## src/rtl/interrupt_nested.sv

```systemverilog
// interrupt_nested: nesting priority interrupt controller with level stack and vectored int_gen strobe.
// Defining INTERRUPT_SW_TRIGGER_EN adds the sw_int_set software trigger port.
module interrupt_nested #(
    parameter int         NUM_OF_INT     = 8,
    parameter int         NUM_OF_LEVELS  = 4,
    parameter logic [7:0] VECTOR_BASE    = 8'h03,
    parameter int         VECTOR_STRIDE  = 8,
    parameter int         HOLDOFF_CYCLES = 3,
    localparam int        LW = (NUM_OF_LEVELS > 2) ? $clog2(NUM_OF_LEVELS) : 1,
    localparam int        DW = $clog2(NUM_OF_LEVELS + 1)
) (
    input  logic                     clk,
    input  logic                     reset_n,
    input  logic                     global_int_enable,
    input  logic                     ret_int,
    input  logic [NUM_OF_INT-1:0]    int_enable_mask,
    input  logic [NUM_OF_INT-1:0]    int_level1_pulse0,
    input  logic [NUM_OF_INT*LW-1:0] int_priority,
    input  logic [NUM_OF_INT-1:0]    int_pins,
`ifdef INTERRUPT_SW_TRIGGER_EN
    input  logic [NUM_OF_INT-1:0]    sw_int_set,
`endif
    output logic                     int_gen,
    output logic [7:0]               int_addr,
    output logic [NUM_OF_INT-1:0]    int_pending,
    output logic [DW-1:0]            nest_depth,
    output logic [LW-1:0]            active_level
);
    localparam int IW = (NUM_OF_INT > 1) ? $clog2(NUM_OF_INT) : 1;
    typedef enum logic [1:0] {S_IDLE, S_ARB, S_DISPATCH, S_HOLDOFF} state_t;
    state_t                state, state_nxt;
    logic [NUM_OF_INT-1:0] pins_d1, dispatched, pend_nxt;
    logic [IW-1:0]         win_idx, arb_idx;
    logic [LW-1:0]         win_lvl, arb_lvl, top_lvl;
    logic [LW-1:0]         stack [NUM_OF_LEVELS];
    logic [3:0]            hold_cnt;
    logic [7:0]            addr_q, addr_calc;
    logic                  arb_found, pop;

    assign int_gen      = state == S_DISPATCH && global_int_enable && int_pending[win_idx] && int_enable_mask[win_idx];
    assign dispatched   = int_gen ? NUM_OF_INT'(1) << win_idx : '0;
    assign addr_calc    = VECTOR_BASE + 8'(32'(win_idx) * VECTOR_STRIDE);
    assign int_addr     = int_gen ? addr_calc : addr_q;
    assign pop          = ret_int && nest_depth != '0;
    assign top_lvl      = stack[LW'(nest_depth - DW'(1))];
    assign active_level = (nest_depth == '0) ? '0 : top_lvl;

`ifdef INTERRUPT_SW_TRIGGER_EN
    // a software set on a level source is held until that source is dispatched
    logic [NUM_OF_INT-1:0] sw_hold, sw_nxt;
    assign sw_nxt   = sw_int_set | (sw_hold & ~dispatched);
    assign pend_nxt = (int_level1_pulse0 & (int_pins | sw_nxt)) |
                      (~int_level1_pulse0 & ((int_pins & ~pins_d1) | sw_int_set | (int_pending & ~dispatched)));
    always_ff @(posedge clk or negedge reset_n) begin
        if (!reset_n) sw_hold <= '0;
        else sw_hold <= sw_nxt;
    end
`else
    assign pend_nxt = (int_level1_pulse0 & int_pins) |
                      (~int_level1_pulse0 & ((int_pins & ~pins_d1) | (int_pending & ~dispatched)));
`endif

    // strictly-greater test keeps the lowest index on a level tie
    always_comb begin
        arb_found = 1'b0;
        arb_idx   = '0;
        arb_lvl   = '0;
        for (int i = 0; i < NUM_OF_INT; i++) begin
            if (int_pending[i] && int_enable_mask[i] &&
                (nest_depth == '0 || int_priority[i*LW +: LW] > active_level) &&
                (!arb_found || int_priority[i*LW +: LW] > arb_lvl)) begin
                arb_found = 1'b1;
                arb_idx   = IW'(i);
                arb_lvl   = int_priority[i*LW +: LW];
            end
        end
    end

    always_comb begin
        state_nxt = state;
        case (state)
            S_IDLE:     state_nxt = (global_int_enable && arb_found) ? S_ARB : S_IDLE;
            S_ARB:      state_nxt = arb_found ? S_DISPATCH : S_IDLE;
            S_DISPATCH: state_nxt = int_gen ? S_HOLDOFF : S_IDLE;
            default:    state_nxt = (hold_cnt <= 4'd1) ? S_IDLE : S_HOLDOFF;
        endcase
    end

    always_ff @(posedge clk or negedge reset_n) begin
        if (!reset_n) begin
            state       <= S_IDLE;
            pins_d1     <= '0;
            int_pending <= '0;
            win_idx     <= '0;
            win_lvl     <= '0;
            hold_cnt    <= '0;
            addr_q      <= '0;
        end else begin
            state       <= state_nxt;
            pins_d1     <= int_pins;
            int_pending <= pend_nxt;
            if (state == S_ARB) begin
                win_idx <= arb_idx;
                win_lvl <= arb_lvl;
            end
            if (int_gen) begin
                addr_q   <= addr_calc;
                hold_cnt <= 4'(HOLDOFF_CYCLES);
            end else if (state == S_HOLDOFF) begin
                hold_cnt <= hold_cnt - 4'd1;
            end
        end
    end

    // simultaneous RETI and dispatch replace the top entry in place
    always_ff @(posedge clk or negedge reset_n) begin
        if (!reset_n) begin
            nest_depth <= '0;
            for (int i = 0; i < NUM_OF_LEVELS; i++) stack[i] <= '0;
        end else if (int_gen && pop) begin
            stack[LW'(nest_depth - DW'(1))] <= win_lvl;
        end else if (int_gen && nest_depth < DW'(NUM_OF_LEVELS)) begin
            stack[LW'(nest_depth)] <= win_lvl;
            nest_depth <= nest_depth + DW'(1);
        end else if (pop) begin
            nest_depth <= nest_depth - DW'(1);
        end
    end

    assert property (@(posedge clk) disable iff (!reset_n)
        !(int_gen && !pop && nest_depth == DW'(NUM_OF_LEVELS)));
endmodule

```

## config.mk

```make
export PLATFORM = sky130hd
export DESIGN_NAME = interrupt_nested
export DESIGN_NICKNAME = d
export VERILOG_FILES = /design/src/rtl/interrupt_nested.sv
export SDC_FILE = /design/constraint.sdc
export NUM_CORES = 1
export LEC_CHECK = 0
export ABC_AREA = 1
export CAP_MARGIN = 10
export CORE_AREA = 3 3 95 97
export DETAILED_ROUTE_END_ITERATION = 10
export DIE_AREA = 0 0 98 100
export PLACE_DENSITY_LB_ADDON = 0.25
export SYNTH_ARGS = -nofsm -noshare
export SYNTH_HDL_FRONTEND = slang
export SYNTH_SLANG_ARGS = --single-unit
```

## constraint.sdc

```tcl
create_clock -name clk -period 9.4 [get_ports clk]
set_input_delay 0.94 -clock clk [delete_from_list [all_inputs] [get_ports clk]]
set_output_delay 0.94 -clock clk [all_outputs]
set_load 0.1 [all_outputs]
```

Word level (Yosys, flattened, before mapping)
Index checks and enable logic that the tools add are counted. Widths: inputs -> output; s select.

Flip-flop bits (word level): 46. Output and inout bits: 22. Input bits: 44. Word-level logic and storage cells: 165.

Shift-type cells: 1. $add $sub $neg: 4. Bitwise gates (word level): 12. Reductions and logical operators: 61. Eq/ne operators: 3. $lt $le $gt $ge: 22. Mux-type cells: 50.

Operators with widths (count): $mux 2 (17); $and 8x8->8 (4); $logic_and 1x1->1 (32); $mux 8 (4); $gt 2x2->1 (15); $not 8->8 (3); $mux 3 (7); $bwmux 8 (2); $or 8x8->8 (2); $logic_or 1x1->1 (15); $mux 1 (12); $demux 2 s2 (2); $mux 4 (2); $shl 1x3->8 const A (1); $add 2x6->7 const A (1); $logic_not 1->1 (7); $bmux 1 s3 (2); $ge 3x3->1 const B (2); $lt 3x1->1 const B (2); $not 2->3 (2); $pmux 2 s3 (1); $reduce_bool 2->1 (3); $bmux 2 s2 (1); $eq 2x2->1 const B (2); other kinds (12) (12).

Longest topological paths before layout
Gate-level depths: netlist of run 1.

Depth after elaboration: 41. Mapped depth: 74. Mapped depth without buffers: 74.

Worst setup path before layout of run 1
No wires, ideal clock.

Path kind: register to register. Start: register nest_depth[0]. End: register win_idx[1]. Arrival: 10.787 ns. Cell stages (with the launch flop): 71. Period minus slack after synthesis: 10.921 ns. Setup slack: -1.521 ns. Library setup time: 0.135 ns. Buffers on the path: 0. Required time: 9.265 ns. Path through: dfrtp_1 > inv_2 > ha_1 > inv_1 > nor2_1 > o21ai_0 > a21oi_1 > inv_1 > ha_1 > nand2_1 > inv_1 > nor2_1 > nand2_2 > nand2_2 > nand3_1 > ha_1 > inv_1 > nor2_1 > [... 35 more ...] > nand2_1 > nand3_1 > and2_1 > ha_1 > inv_1 > nor2_1 > o21ai_0 > o21ai_2 > nand2_2 > or2_1 > nand2_1 > ha_1 > inv_1 > nor2_1 > o21ai_0 > a21oi_4 > nor2_1 > a31oi_1.

Cells in the longest elaborated chain, start to end: 38. Elaborated cells between the ends (all ways): 79. Those cells by class: 1 x add/sub; 15 x order compare; 24 x mux; 1 x bitwise; 38 x reduce/logical.

RTL lines: start: declaration (line 26) `output logic [DW-1:0] nest_depth,`; start signal: assignment (line 124) `nest_depth <= nest_depth + DW'(1);`; start signal: assignment (line 126) `nest_depth <= nest_depth - DW'(1);`; $sub 3x1->3; $not 2->3 (implied by the code) (line 45) `assign top_lvl = stack[LW'(nest_depth - DW'(1))];`; $bmux 2 s2 (line 45); $mux 2 (implied by the code) (2 in a row) (line 45); $mux 2 (*) (line 46) `assign active_level = (nest_depth == '0) ? '0 : top_lvl;`; net active_level[1] (line 27) `output logic [LW-1:0] active_level`; $gt 2x2->1 (line 70) `(nest_depth == '0 || int_priority[i*LW +: LW] > active_level) &&`; $logic_or 1x1->1 (line 70); [... 22 more ...]; $gt 2x2->1 or $logic_not 1->1 (tied branches) (line 71) `(!arb_found || int_priority[i*LW +: LW] > arb_lvl)) begin`; $logic_or 1x1->1 (line 71); $logic_and 1x1->1 (line 70); $mux 2 or $mux 1 (tied branches) (line 69) `if (int_pending[i] && int_enable_mask[i] &&`; $gt 2x2->1 or $logic_not 1->1 (tied branches) (line 71); $logic_or 1x1->1 (line 71); $logic_and 1x1->1 (line 70); $mux 3 (*) (line 69); end signal: assignment (line 103) `win_idx <= arb_idx;`; end: declaration (line 33) `logic [IW-1:0] win_idx, arb_idx;`.

The timed path passes the listed nets; every way through them passes the cells marked *. The select of a mux whose other input is x is not followed. A chain may end at the register's enable or synchronous reset.

Worst setup path in the final report of run 1
Start: register nest_depth[0]. End: register win_lvl[1].

Cells in the longest elaborated chain, start to end: 38. Elaborated cells between the ends (all ways): 74. Those cells by class: 1 x add/sub; 15 x order compare; 19 x mux; 1 x bitwise; 38 x reduce/logical.

RTL lines: $sub 3x1->3; $not 2->3 (implied by the code) (line 45); $bmux 2 s2 (line 45); $mux 2 (implied by the code) (2 in a row) (line 45); $mux 2 (line 46); $gt 2x2->1 (line 70); $logic_or 1x1->1 (line 70); $logic_and 1x1->1 (line 69); [... 21 more ...]; $gt 2x2->1 or $logic_not 1->1 (tied branches) (line 71); $logic_or 1x1->1 (line 71); $logic_and 1x1->1 (line 70); $mux 2 or $mux 1 (tied branches) (line 69); $gt 2x2->1 or $logic_not 1->1 (tied branches) (line 71); $logic_or 1x1->1 (line 71); $logic_and 1x1->1 (line 70); $mux 2 (*) (line 69); end signal: assignment (line 104) `win_lvl <= arb_lvl;`; end: declaration (line 34) `logic [LW-1:0] win_lvl, arb_lvl, top_lvl;`.

Mark *: on every way between the ends. The rest lies on a longest branch, timed or not. The select of a mux whose other input is x is not followed.

==> results.cfg, run 1 <==
[worst_setup_path]
critPathMaxFanout = 9
crit_top_cell = nand2_1
critPathKind = flip-flop to flip-flop
arrival_ns = 8.85
cp.required_ns = 9.65
cp-start-kind = flip-flop
crit_slowest_cell = dfrtp_4
critPathMaxStageDelay_ns = 0.55
crit_path_end_kind = flip-flop

[synthesis]
synth.cell_area_um2 = 3300
yosys.area.top_type = dfrtp_1
avgSynthCellArea_um2 = 7.26
ys_top_cells_by_area = dfrtp_1 (35%), nand2_1 (13%), ha_1 (11%)
syn-num-nets = 529
yosysWarnings = 0
synth-async-reset-ratio_pct = 100
syn-instance-count = 455
ys_seq_area_share_pct = 34.8
synth_ff_type = dfrtp_1
ys_types = 37
synth.top_cell.area_share_pct = 34.8
synth_seq_cells = 46
synth_edf_count = 0

[finish]
nFillCells = 801
stdcell_count = 636
mostFrequentLayoutCells = nand2_1 (107), inv_1 (73), clkdlybuf4s50_1 (64)
nets = 604
diodes = 0
syn_to_final_growth_pct = 30.4
drive_above_1_share_pct = 11.1
utilization_pct = 52.5
layout_commonest_cell = nand2_1

[route]
wl_per_cell_um = 13.2
routed_wl_um = 8380
vias_per_cell = 4.98
num_vias = 3168
final_antenna_net_count = 0
drtIter0Drc = 142
drt_drc_violations_left = 0
firstDrtPassIters = 4

[grt]
grt-ovfl-total = 0
grt_max_degree = 47
antenna_found_initial = 0
grt_pass1_wl_um = 14200
grt_pass1_vias = 3202
grt_use_total_pct = 17.4

[cts]
cts_tree = yes
cts.sinks = 46
clockBufferDepth = 2
clk_transition_reported_paths_ns = 0.09
root_buffer = clkbuf_8
clock_latency_ns = 0.30
cts_hold_buffers = 0
cts_made_buffers = 5
htreeDepth = 2

[timing]
finClkSkew_ns = 0.00677
worst_pin_slew_ns = 1.03
fmax_ghz = 0.116
layout_min_cycle_time_ns = 8.60
setup_slack_ns = 0.799
worst_hold_slack_ns = 0.465
report.final.slew_viol_count = 0
hold_viol_final = 0
relSlewSlack_pct = 31.5
fin_crit_sh_pct = 91.5
finalSetupViolCount = 0

[flow_run]
timing.max_cap.violations = 0

[placement]
hpwl_um = 6690
gp_congestion = 0.893
dp_cells = 624
portBuffers = 65
dp_slack_ns = 0.0803

[status]
status = finished clean

[die]
die_y_um = 100
die_x_um = 98
core-area_um2 = 8220
row_count = 33
die_area_um2 = 9800
io_pins = 66
initial_core_util_pct = 40.2

[worst_hold_path]
hp-class = flip-flop to flip-flop
stage by stage:
step	TNS (ns)	instance area [µm²]
final	0	4310
after global routing	-0.00680	4310
after CTS	0	4240
after detailed placement	0	4100
after floorplan	0	3320
after global placement	0	4100
Yosys cell counts (2+ instances only):
cell type and instances:
nor2_1 38, and2_1 5, nand3_1 43, or2_1 4, nand2_1 111, xor2_1 2, o21ai_1 4, o21ai_0 27
nand2_2 12, o21ai_2 2, a31oi_1 4, o211ai_1 8, dfrtp_1 46, inv_1 74, nand3_2 3, inv_2 6
ha_1 30, buf_2 2, o22ai_1 3, a21oi_1 9, nor2_2 3, o31ai_1 4
path summary, 6_finish.rpt:
kind | from | cells past startpoint | slack (ns) | endpoint
worst max-delay path | nest_depth[0]$_DFFE_PN0P_ | 71 | 0.80 | win_lvl[1]$_DFFE_PN0P_
worst min-delay path | addr_q[0]$_DFF_PN0_ | 1 | 0.47 | addr_q[0]$_DFF_PN0_
worst max register to register | nest_depth[0]$_DFFE_PN0P_ | 71 | 0.80 | win_lvl[1]$_DFFE_PN0P_
worst min register to register | addr_q[0]$_DFF_PN0_ | 1 | 0.47 | addr_q[0]$_DFF_PN0_
max in group asynchronous | reset_n | 1 | 7.86 | nest_depth[0]$_DFFE_PN0P_
min in group asynchronous | reset_n | 1 | 0.80 | stack[1]$_DFFE_PN0P_
layout make-up:
type	instances	area [µm²]	share of cell area (%)
timing repair buffer	71	691	16.0
sequential	46	1160	26.8
tap	105	131	3.05
inverter	80	308	7.14
clock inverter	2	60.1	1.39
clock buffer	6	82.6	1.92
multi-input combinational	326	1880	43.7
state kept, by name (all words and copies together) (netlist names):
| signal | cells |
|---|---|
| nest_depth | 3 |
| state | 2 |
| addr_q | 8 |
| stack | 8 |
| win_lvl | 2 |
| int_pending | 8 |
| pins_d1 | 8 |
| win_idx | 3 |
| hold_cnt | 4 |
layer usage:
layer / global-route usage [%] / share of wire, %
met4: 4.26 / 0.99
met5: 0 / 0
met1: 22.3 / 46
met2: 30.2 / 48
met3: 3.68 / 5.1
worst max-delay path: cells and delay by family (launching register included):
kind            cells  cell delay, ns
simple gates       36            3.04
buf+inv            12            0.72
flops               1            0.55
compound gates     14            1.69
fa+ha+maj           9            2.50
logic make-up (layout without fill, tap and decap cells):
group	Yosys count	in the layout	share of synthesized area, %
compound gates	67	67	12.4
xor+xnor	3	3	0.795
fa+ha+maj	30	30	11.4
buf+inv	83	159	9.62
flops	46	46	34.8
mux	1	1	0.303
simple gates	225	225	30.7
timing repair:
action / 4_1_cts / 5_1_grt
setup buffers: 0 / 4
resized for setup: 0 / 19
setup endpoints to repair: 0 / 5
Power of run 1 is left out: the tool's default activity adds up to more than one toggle a clock period on the data nets, which glitch-free logic cannot reach.
==> run 2: changes to the inputs <==
Settings changed: SETUP_SLACK_MARGIN from default to 0.02.
==> results.cfg, run 2 (synthesized netlist as in run 1, its figures left out) <==
[status]
status = finished clean

[cts]
cts_tree = yes
cts.sinks = 46
cts_made_buffers = 5
clk_transition_reported_paths_ns = 0.09
clockBufferDepth = 2
root_buffer = clkbuf_8
cts_hold_buffers = 0
htreeDepth = 2
clock_latency_ns = 0.30

[timing]
worst_pin_slew_ns = 1.05
fmax_ghz = 0.116
worst_hold_slack_ns = 0.466
relSlewSlack_pct = 30.0
finClkSkew_ns = 0.00543
fin_crit_sh_pct = 92.0
report.final.slew_viol_count = 0
hold_viol_final = 0
layout_min_cycle_time_ns = 8.65
finalSetupViolCount = 0
tns_ns = 0

[worst_setup_path]
cp.required_ns = 9.57
crit_top_cell = nand2_1
cp_num_buf_inv = 12
crit_path_end_kind = flip-flop
cp-start-kind = flip-flop
arrival_ns = 8.83
crit_slowest_cell = dfrtp_4
critPathMaxStageDelay_ns = 0.52
critPathTopFamily = simple AND/OR/NAND/NOR gates
critPathMaxFanout = 9
critPathKind = flip-flop to flip-flop

[grt]
antenna_found_initial = 0
use_met1_pct = 22.0
grtUsageMet3_pct = 4.31
grt_pass1_vias = 3066
grt_max_degree = 47
grt_pass1_wl_um = 14000
grt-ovfl-total = 0
grt_use_total_pct = 17.1
grt_busiest_layer = met2
grt_use_met2_pct = 30.0

[route]
drt_drc_violations_left = 0
vias_per_cell = 4.98
routed_wl_um = 8300
firstDrtPassIters = 4
wl_per_cell_um = 13.1
final_antenna_net_count = 0
drtIter0Drc = 86
num_vias = 3160

[die]
io_pins = 66
die_area_um2 = 9800
initial_core_util_pct = 40.2
die_y_um = 100
row_count = 33
die_x_um = 98
core-area_um2 = 8220

[placement]
hpwl_um = 6690
gp_congestion = 0.877
dp_cells = 624
portBuffers = 65

[flow_run]
timing.max_cap.violations = 0

[finish]
diodes = 0
nFillCells = 799
nets = 603
mostFrequentLayoutCells = nand2_1 (108), inv_1 (73), clkdlybuf4s50_1 (64)
layout_commonest_cell = nand2_1
utilization_pct = 52.3
drive_above_1_share_pct = 10.6
syn_to_final_growth_pct = 30.0
stdcell_count = 635

[worst_hold_path]
hp-class = flip-flop to flip-flop
run 2: cell count changes in the layout (fill, tap and decap cells not counted), sizes merged:
cell	change
buf	-1
run 2: path summary, 6_finish.rpt:
kind                       slack [ns]                        end  cells past startpoint                      start
setup / recovery                 0.75     win_idx[1]$_DFFE_PN0P_                     70  nest_depth[0]$_DFFE_PN0P_
hold / removal                   0.47        addr_q[0]$_DFF_PN0_                      1        addr_q[0]$_DFF_PN0_
setup reg to reg                 0.75     win_idx[1]$_DFFE_PN0P_                     70  nest_depth[0]$_DFFE_PN0P_
hold reg to reg                  0.47        addr_q[0]$_DFF_PN0_                      1        addr_q[0]$_DFF_PN0_
max in group asynchronous        7.82  nest_depth[0]$_DFFE_PN0P_                      1                    reset_n
min in group asynchronous        0.82       stack[1]$_DFFE_PN0P_                      1                    reset_n
run 2: final cells by class:
| cell class | instances | area (µm²) | area share [%] |
|---|---|---|---|
| multi-input cells | 326 | 1880 | 43.7 |
| flip-flops and latches | 46 | 1160 | 27.0 |
| repair buffers | 70 | 683 | 15.9 |
| inverters | 80 | 303 | 7.05 |
| well taps | 105 | 131 | 3.06 |
| clock buffers | 6 | 82.6 | 1.92 |
| clock inverters | 2 | 60.1 | 1.40 |
run 2: worst register-to-register path, delay by kind of cell (launching register included):
kind	cells	cell delay [ns]
AOI/OAI and AO/OA	14	1.59
adders and majority gates	9	2.44
buffers and inverters	12	0.81
DFF	1	0.52
and+or+nand+nor	35	3.17
run 2: per-layer routing:
layer,share of wire (%),routed length [µm]
met1,45,3720
met5,0,0
met3,6.3,521
met2,48,4020
met4,0.35,29
run 2: repair_timing:
action,4_1_cts,5_1_grt
setup endpoints to repair,3,5
gates resized for setup,1,15
pin swaps,0,5
setup buffers,0,3
run 2: stage by stage:
step	worst slack, ns	cell area (µm²)
after floorplan	0.103	3320
after global placement	0.426	4100
after detailed placement	0.0310	4100
after CTS	0.114	4240
after global routing	-0.00226	4300
final	0.748	4300
Power of run 2 is left out for the same reason.
